$ cat config.mk
export PLATFORM = sky130hd
export DESIGN_NAME = reg_dump
export DESIGN_NICKNAME = d
export VERILOG_FILES = /design/src/rtl/reg_dump.sv
export SDC_FILE = /design/constraint.sdc
export NUM_CORES = 1
export LEC_CHECK = 0
export CAP_MARGIN = 10
export CORE_MARGIN = 3
export CORE_UTILIZATION = 45
export CTS_CLUSTER_DIAMETER = 120
export CTS_CLUSTER_SIZE = 8
export DETAILED_ROUTE_END_ITERATION = 6
export PLACE_DENSITY = 0.84
export SYNTH_ARGS = -nofsm -noshare
export SYNTH_HDL_FRONTEND = slang
export SYNTH_SLANG_ARGS = --single-unit
$ cat constraint.sdc
create_clock -name i_clk -period 4.15 [get_ports i_clk]
set_clock_uncertainty 0.15 [all_clocks]
set_input_delay 0.415 -clock i_clk [delete_from_list [all_inputs] [get_ports i_clk]]
set_output_delay 0.415 -clock i_clk [all_outputs]
set_load 0.02 [all_outputs]
$ cat src/rtl/reg_dump.sv
// reg_dump: debug read-out engine for the RiSC-16 register file.
//
// On a start pulse it walks register indices 0..p_REG_FILE_SIZE-1 through one
// asynchronous read port, captures each word into a data register, and streams
// it out to a debug host over a valid/ready interface. While busy it owns the
// register-file read address, so the core must be halted during a dump.
//
// Ports:
//   i_clk, i_rst_n   clock (posedge) and asynchronous active-low reset
//   i_start          request a dump (only honoured in IDLE, and not with abort)
//   i_abort          cancel a dump in progress
//   o_rd_addr        register file read address (0 in IDLE, idx otherwise)
//   i_rd_data        asynchronous read data for o_rd_addr
//   o_valid/i_ready  output handshake
//   o_data, o_idx    captured word and its register index (0 outside SEND)
//   o_last           o_valid beat carries the final index
//   o_busy           engine is not IDLE
//   o_done           one-cycle pulse on normal completion
//
// Handshake: a beat transfers on a clock edge where o_valid and i_ready are
// both high. o_valid never depends on i_ready, and once o_valid is raised
// o_data/o_idx hold steady until the transfer (or an abort/reset) happens.

module reg_dump #(
  parameter int p_WORD_LEN      = 16,
  parameter int p_REG_ADDR_LEN  = 3,
  parameter int p_REG_FILE_SIZE = 8
) (
  input  logic                      i_clk,
  input  logic                      i_rst_n,
  input  logic                      i_start,
  input  logic                      i_abort,
  output logic [p_REG_ADDR_LEN-1:0] o_rd_addr,
  input  logic [p_WORD_LEN-1:0]     i_rd_data,
  output logic                      o_valid,
  input  logic                      i_ready,
  output logic [p_WORD_LEN-1:0]     o_data,
  output logic [p_REG_ADDR_LEN-1:0] o_idx,
  output logic                      o_last,
  output logic                      o_busy,
  output logic                      o_done
);

  typedef enum logic [1:0] {
    S_IDLE = 2'd0,
    S_LOAD = 2'd1,
    S_SEND = 2'd2,
    S_DONE = 2'd3
  } state_t;

  localparam logic [p_REG_ADDR_LEN-1:0] lp_LAST_IDX =
    p_REG_ADDR_LEN'(p_REG_FILE_SIZE - 1);

  state_t                    r_state;
  state_t                    w_state_nxt;
  logic [p_REG_ADDR_LEN-1:0] r_idx;
  logic [p_WORD_LEN-1:0]     r_data;
  logic                      w_at_last;

  assign w_at_last = (r_idx == lp_LAST_IDX);

  // State register
  always_ff @(posedge i_clk or negedge i_rst_n) begin
    if (!i_rst_n) begin
      r_state <= S_IDLE;
    end else begin
      r_state <= w_state_nxt;
    end
  end

  // Next-state logic. Abort wins over everything outside IDLE; a transfer
  // that coincides with abort is still considered taken by the host.
  always_comb begin
    w_state_nxt = r_state;
    unique case (r_state)
      S_IDLE: begin
        if (i_start && !i_abort) w_state_nxt = S_LOAD;
      end
      S_LOAD: begin
        w_state_nxt = i_abort ? S_IDLE : S_SEND;
      end
      S_SEND: begin
        if (i_abort) begin
          w_state_nxt = S_IDLE;
        end else if (i_ready) begin
          // The last index ends the walk, so idx never wraps even when the
          // register count is not a power of two.
          w_state_nxt = w_at_last ? S_DONE : S_LOAD;
        end
      end
      S_DONE: begin
        w_state_nxt = S_IDLE;
      end
      default: begin
        w_state_nxt = S_IDLE;
      end
    endcase
  end

  // Index and snapshot registers. The word is captured only in LOAD, so a
  // register write after capture never disturbs the beat being presented.
  always_ff @(posedge i_clk or negedge i_rst_n) begin
    if (!i_rst_n) begin
      r_idx  <= '0;
      r_data <= '0;
    end else begin
      if (r_state == S_IDLE && w_state_nxt == S_LOAD) begin
        r_idx <= '0;
      end else if (r_state == S_SEND && w_state_nxt == S_LOAD) begin
        r_idx <= r_idx + 1'b1;
      end
      if (r_state == S_LOAD) begin
        r_data <= i_rd_data;
      end
    end
  end

  // Outputs decoded from state and idx only.
  always_comb begin
    o_rd_addr = '0;
    o_valid   = 1'b0;
    o_data    = '0;
    o_idx     = '0;
    o_last    = 1'b0;
    o_busy    = 1'b0;
    o_done    = 1'b0;
    unique case (r_state)
      S_IDLE: begin
        o_rd_addr = '0;
      end
      S_LOAD: begin
        o_rd_addr = r_idx;
        o_busy    = 1'b1;
      end
      S_SEND: begin
        o_rd_addr = r_idx;
        o_valid   = 1'b1;
        o_data    = r_data;
        o_idx     = r_idx;
        o_last    = w_at_last;
        o_busy    = 1'b1;
      end
      S_DONE: begin
        o_rd_addr = r_idx;
        o_busy    = 1'b1;
        o_done    = 1'b1;
      end
      default: begin
        o_rd_addr = '0;
      end
    endcase
  end

endmodule

# Word-level counts from Yosys, hierarchy flattened
# Cells that the tools add are included.
# word_totals
input_bits,21
ff_bits,21
word_cells,31
# op_classes
addsub,1
reduce_logical,7
mux,15
eq_ne,5
# ops
op,count
2-to-1 mux 16 bit,1
2-to-1 mux 2 bit,5
2-to-1 mux 3 bit,3
one-hot mux 2 bit (4 select lines),1
one-hot mux 3 bit (2 select lines),1
"equality test 2 x 1 -> 1 bit, second input constant",2
"equality test 2 bit, second input constant",2
2-to-1 mux 1 bit,4
"adder 3 x 1 -> 3 bit, second input constant",1
"equality test 3 bit, second input constant",1
logical AND 1 bit,3
OR reduction 3 bit,1
zero test 2 bit,1
nonzero test 2 bit,1
zero test 1 bit,1

# Depth between registers and ports, before layout
# depth
ltp_word,9
depth_mapped,5
depth_no_buf,5

# Worst setup path after synthesis
# Ideal clock, no wire load.
# synth_path
path_kind,register -> output
from,register r_state[0]
to,output port o_data[10]
path_stages_with_launch,4
path_slack_ns,2.504
arrival_ns,1.081
cell_sequence,dfrtp_1 -> and2b_1 -> buf_2 -> and2_1
# synth_via
elab_chain_len,2
# synth_rtl
item,line,source
start: declaration,54,state_t r_state;
start signal: assignment,67,r_state <= w_state_nxt;
equality test 2 bit,127,unique case (r_state)
2-to-1 mux 16 bit,127,
end: declaration,37,"output logic [p_WORD_LEN-1:0] o_data,"
# No other way between the ends.

# Worst setup path after layout
# layout_path
from,register r_state[1]
to,output port o_data[4]
# Same word-level chain as after synthesis.

==> impl_metrics.py <==
metrics = {
    "route": {
        "detail_route.iter0.violations": 8,
        "via_count": 826,
        "routed_wire_length_per_instance_um": 14.19,
        "routed_wirelength_um": 2342,
        "viasPerCell": 5.006,
        "antenna_nets_post_route": 0,
        "drt_pre_antenna_iters": 4,
        "drc": 0,
    },
    "worst_setup_path": {
        "worstPathCellList": "and2b_1, and2_1, clkdlybuf4s50_1",
        "cpMaxStageDelayCell": "sky130_fd_sc_hd__clkdlybuf4s50_1",
        "timing.reg2reg.setup_slack_ns": 2.38,
        "worstPathArrival_ns": 2.28,
        "timing.critical_path.slowest_cell_delay_ns": 0.62,
        "reg2reg_from": "r_idx[0]",
        "endpoint_kind": "primary output",
        "count_of_buffering_cells_on_the_critical_path_with_inverters_included": 1,
        "worst_setup_path_start_kind": "flop",
        "worst-setup-path-type": "reg2out",
        "kind_of_cell_with_the_highest_combined_delay_on_the_critical_path": "simple AND/OR/NAND/NOR gates",
        "critPathMaxFanout": 22,
        "timing.critical_path.from": "r_state[1]",
        "worstPathRequired_ns": 3.59,
    },
    "yosys": {
        "synth-seq-area-share": 0.4784,
        "post_synth_main_area_contributors": "sky130_fd_sc_hd__dfrtp_1, sky130_fd_sc_hd__mux2_4, sky130_fd_sc_hd__and2_1, sky130_fd_sc_hd__mux2_2, sky130_fd_sc_hd__nand3_1",
        "syn-mean-instance-area_um2": 11.94,
        "syn_inst": 92,
        "count_of_flip_flops_with_a_built_in_enable_after_synthesis": 0,
        "async_flop_share": 1.000,
        "syn_nets": 115,
        "post-synth-top-area-fraction": 0.4784,
        "post_synth_num_cell_types": 22,
        "ys_dominant_reg_cell": "sky130_fd_sc_hd__dfrtp_1",
        "most_used_standard_cells_in_the_synthesized_netlist": "sky130_fd_sc_hd__and2_1, sky130_fd_sc_hd__dfrtp_1, sky130_fd_sc_hd__mux2_4",
        "postSynthRegisterBits": 21,
        "post-synth-top-area-cell": "sky130_fd_sc_hd__dfrtp_1",
        "synth_warn": 0,
        "synthesis.area_um2": 1099,
    },
    "cts": {
        "clock_path_buffers": 2,
        "post_cts_setup_buffer_count": 0,
        "ctsRootBufferMaster": "sky130_fd_sc_hd__clkbuf_4",
        "cts_tree": "done",
        "cts_hold_buf": 0,
        "clock_sinks": 21,
        "cts-resized-gates": 0,
        "clk_latency_ns": 0.29,
        "cts_inserted_buffers": 3,
        "h-tree-depth": 1,
        "clkTransAtPathRegs_ns": 0.12,
    },
    "die": {
        "floorplan.initialDensity": 0.4872,
        "die_height_um": 55.41,
        "row_count": 17,
        "die_area_um2": 3070,
        "pin_count": 47,
        "coreArea_um2": 2255,
        "floorplan.die.width_um": 55.41,
    },
    "grt": {
        "antenna_found_initial": 0,
        "first_global_vias": 867,
        "grt_max_degree": 23,
        "grt_usage": 0.1615,
        "grt_overflow": 0,
        "grt_first_pass_wirelength_um": 3898,
    },
    "power_and_ir_drop": {
        "power_per_cell_area_nw_per_um2": 318.1,
        "max-vdd-ir-drop_mv": 0.2274,
        "total_leakage_power_nw": 0.6795,
    },
    "cells_and_area": {
        "insertedDiodeCount": 0,
        "fin_cells": 165,
        "area_growth_pct": 43.39,
        "drive_above_1_share": 0.1533,
        "nNetsFinal": 161,
        "fill_cells": 181,
    },
    "sta": {
        "total_negative_setup_slacks_ns": 0,
        "grt_setup_unrepaired": "no",
        "fin_hold_viols": 0,
        "worst_pin_slew_ns": 0.9341,
        "period_minus_slack_ns": 2.841,
        "timing.final.max_slew_violations": 0,
        "finalCritPeriodShare": 0.6845,
        "slew_limit_headroom": 0.3753,
        "finalSetupViolCount": 0,
        "maxClockFrequency_mhz": 352.0,
    },
    "placed_design": {
        "dp.final_hpwl_um": 1758,
        "finalWeightedCongestion": 0.8496,
        "io_buffers": 46,
        "dp_cells": 161,
    },
    "min_path": {
        "worst_hold_path_type": "reg2reg",
        "worstHoldStart": "r_data[13]",
    },
    "status": {
        "outcome": "finished clean",
    },
    "flow_run": {
        "cap_violations": 0,
    },
}
power by group:
part | switching, mW | internal, mW | leakage [nW]
Sequential | 0.0234 | 0.245 | 0.256
Clock | 0.0606 | 0.0374 | 0.0150
Combinational | 0.0491 | 0.0858 | 0.408
Total | 0.133 | 0.368 | 0.680
worst register-to-register path, delay by kind of cell (launching register included):
kind | cells | cell delay (ns)
adders and majority gates | 2 | 0.41
DFF | 1 | 0.44
and+or+nand+nor | 3 | 0.71
sequential cells by signal (all words and copies together) (netlist names):
register / flops
r_data: 16
r_idx: 3
r_state: 2
kinds of logic after synthesis:
| group | count (synthesis) | synth area share |
|---|---|---|
| AOI/OAI and AO/OA | 4 | 0.01821 |
| and+or+nand+nor | 42 | 0.2324 |
| buffers and inverters | 6 | 0.04441 |
| muxes | 17 | 0.2039 |
| DFF | 21 | 0.4784 |
| adders and majority gates | 2 | 0.02278 |
through the flow:
stage	area, um2	utilization	setup WS (ns)	hold WS, ns	power, mW
after floorplan	1099	-	2.504	-0.03059	0.3537
after global routing	1575	0.6987	1.155	0.3911	0.5341
after CTS	1575	0.6987	1.318	0.3635	0.5041
after detailed placement	1549	0.6870	1.657	0.3398	0.4084
final	1575	0.6987	1.309	0.3601	0.5011
after global placement	1549	0.6870	1.710	0.3319	0.4014
cells in the final DEF, fill, tap and decap left out:
master,Yosys,final
sky130_fd_sc_hd__nor2b_1,3,3
sky130_fd_sc_hd__mux2_2,7,7
sky130_fd_sc_hd__a21oi_1,1,1
sky130_fd_sc_hd__nand3_1,8,8
sky130_fd_sc_hd__clkdlybuf4s50_1,0,46
sky130_fd_sc_hd__nor4b_1,1,1
sky130_fd_sc_hd__inv_1,1,1
sky130_fd_sc_hd__nand2b_1,1,1
sky130_fd_sc_hd__dfrtp_1,21,21
sky130_fd_sc_hd__clkbuf_1,1,1
sky130_fd_sc_hd__and2_1,21,21
sky130_fd_sc_hd__and2b_1,1,1
sky130_fd_sc_hd__nand3b_1,1,1
sky130_fd_sc_hd__nor2_1,4,4
sky130_fd_sc_hd__nor2b_4,1,1
sky130_fd_sc_hd__mux2_4,9,9
sky130_fd_sc_hd__or2_2,1,1
sky130_fd_sc_hd__clkbuf_4,0,3
sky130_fd_sc_hd__mux2i_1,1,1
sky130_fd_sc_hd__o21ai_0,3,3
sky130_fd_sc_hd__ha_1,2,2
per-layer routing:
| metal | GRT usage | vias up | share of wire |
|---|---|---|---|
| met5 | 0 | - | 0 |
| met2 | 0.2855 | 28 | 0.53 |
| met3 | 0.03271 | 4 | 0.050 |
| li1 | - | 394 | - |
| met1 | 0.1857 | 400 | 0.41 |
| met4 | 0.07292 | 0 | 0.014 |
cell type report:
class	instances	area [um2]	area share
Clock buffer	4	26.28	0.01668
Multi-Input combinational cell	65	524.3	0.3328
Timing Repair Buffer	46	460.4	0.2923
Inverter	1	3.754	0.002383
Tap cell	28	35.03	0.02224
Sequential cell	21	525.5	0.3336
path summary, 6_finish.rpt:
path	endpoint	cells past startpoint
min in group asynchronous	r_idx[1]	1
worst min register to register	r_data[13]	1
max in group asynchronous	r_data[6]	1
worst max-delay path	o_data[4]	3
worst min-delay path	r_data[13]	1
worst max register to register	r_idx[2]	5
Power figures use the tool's default switching activity.
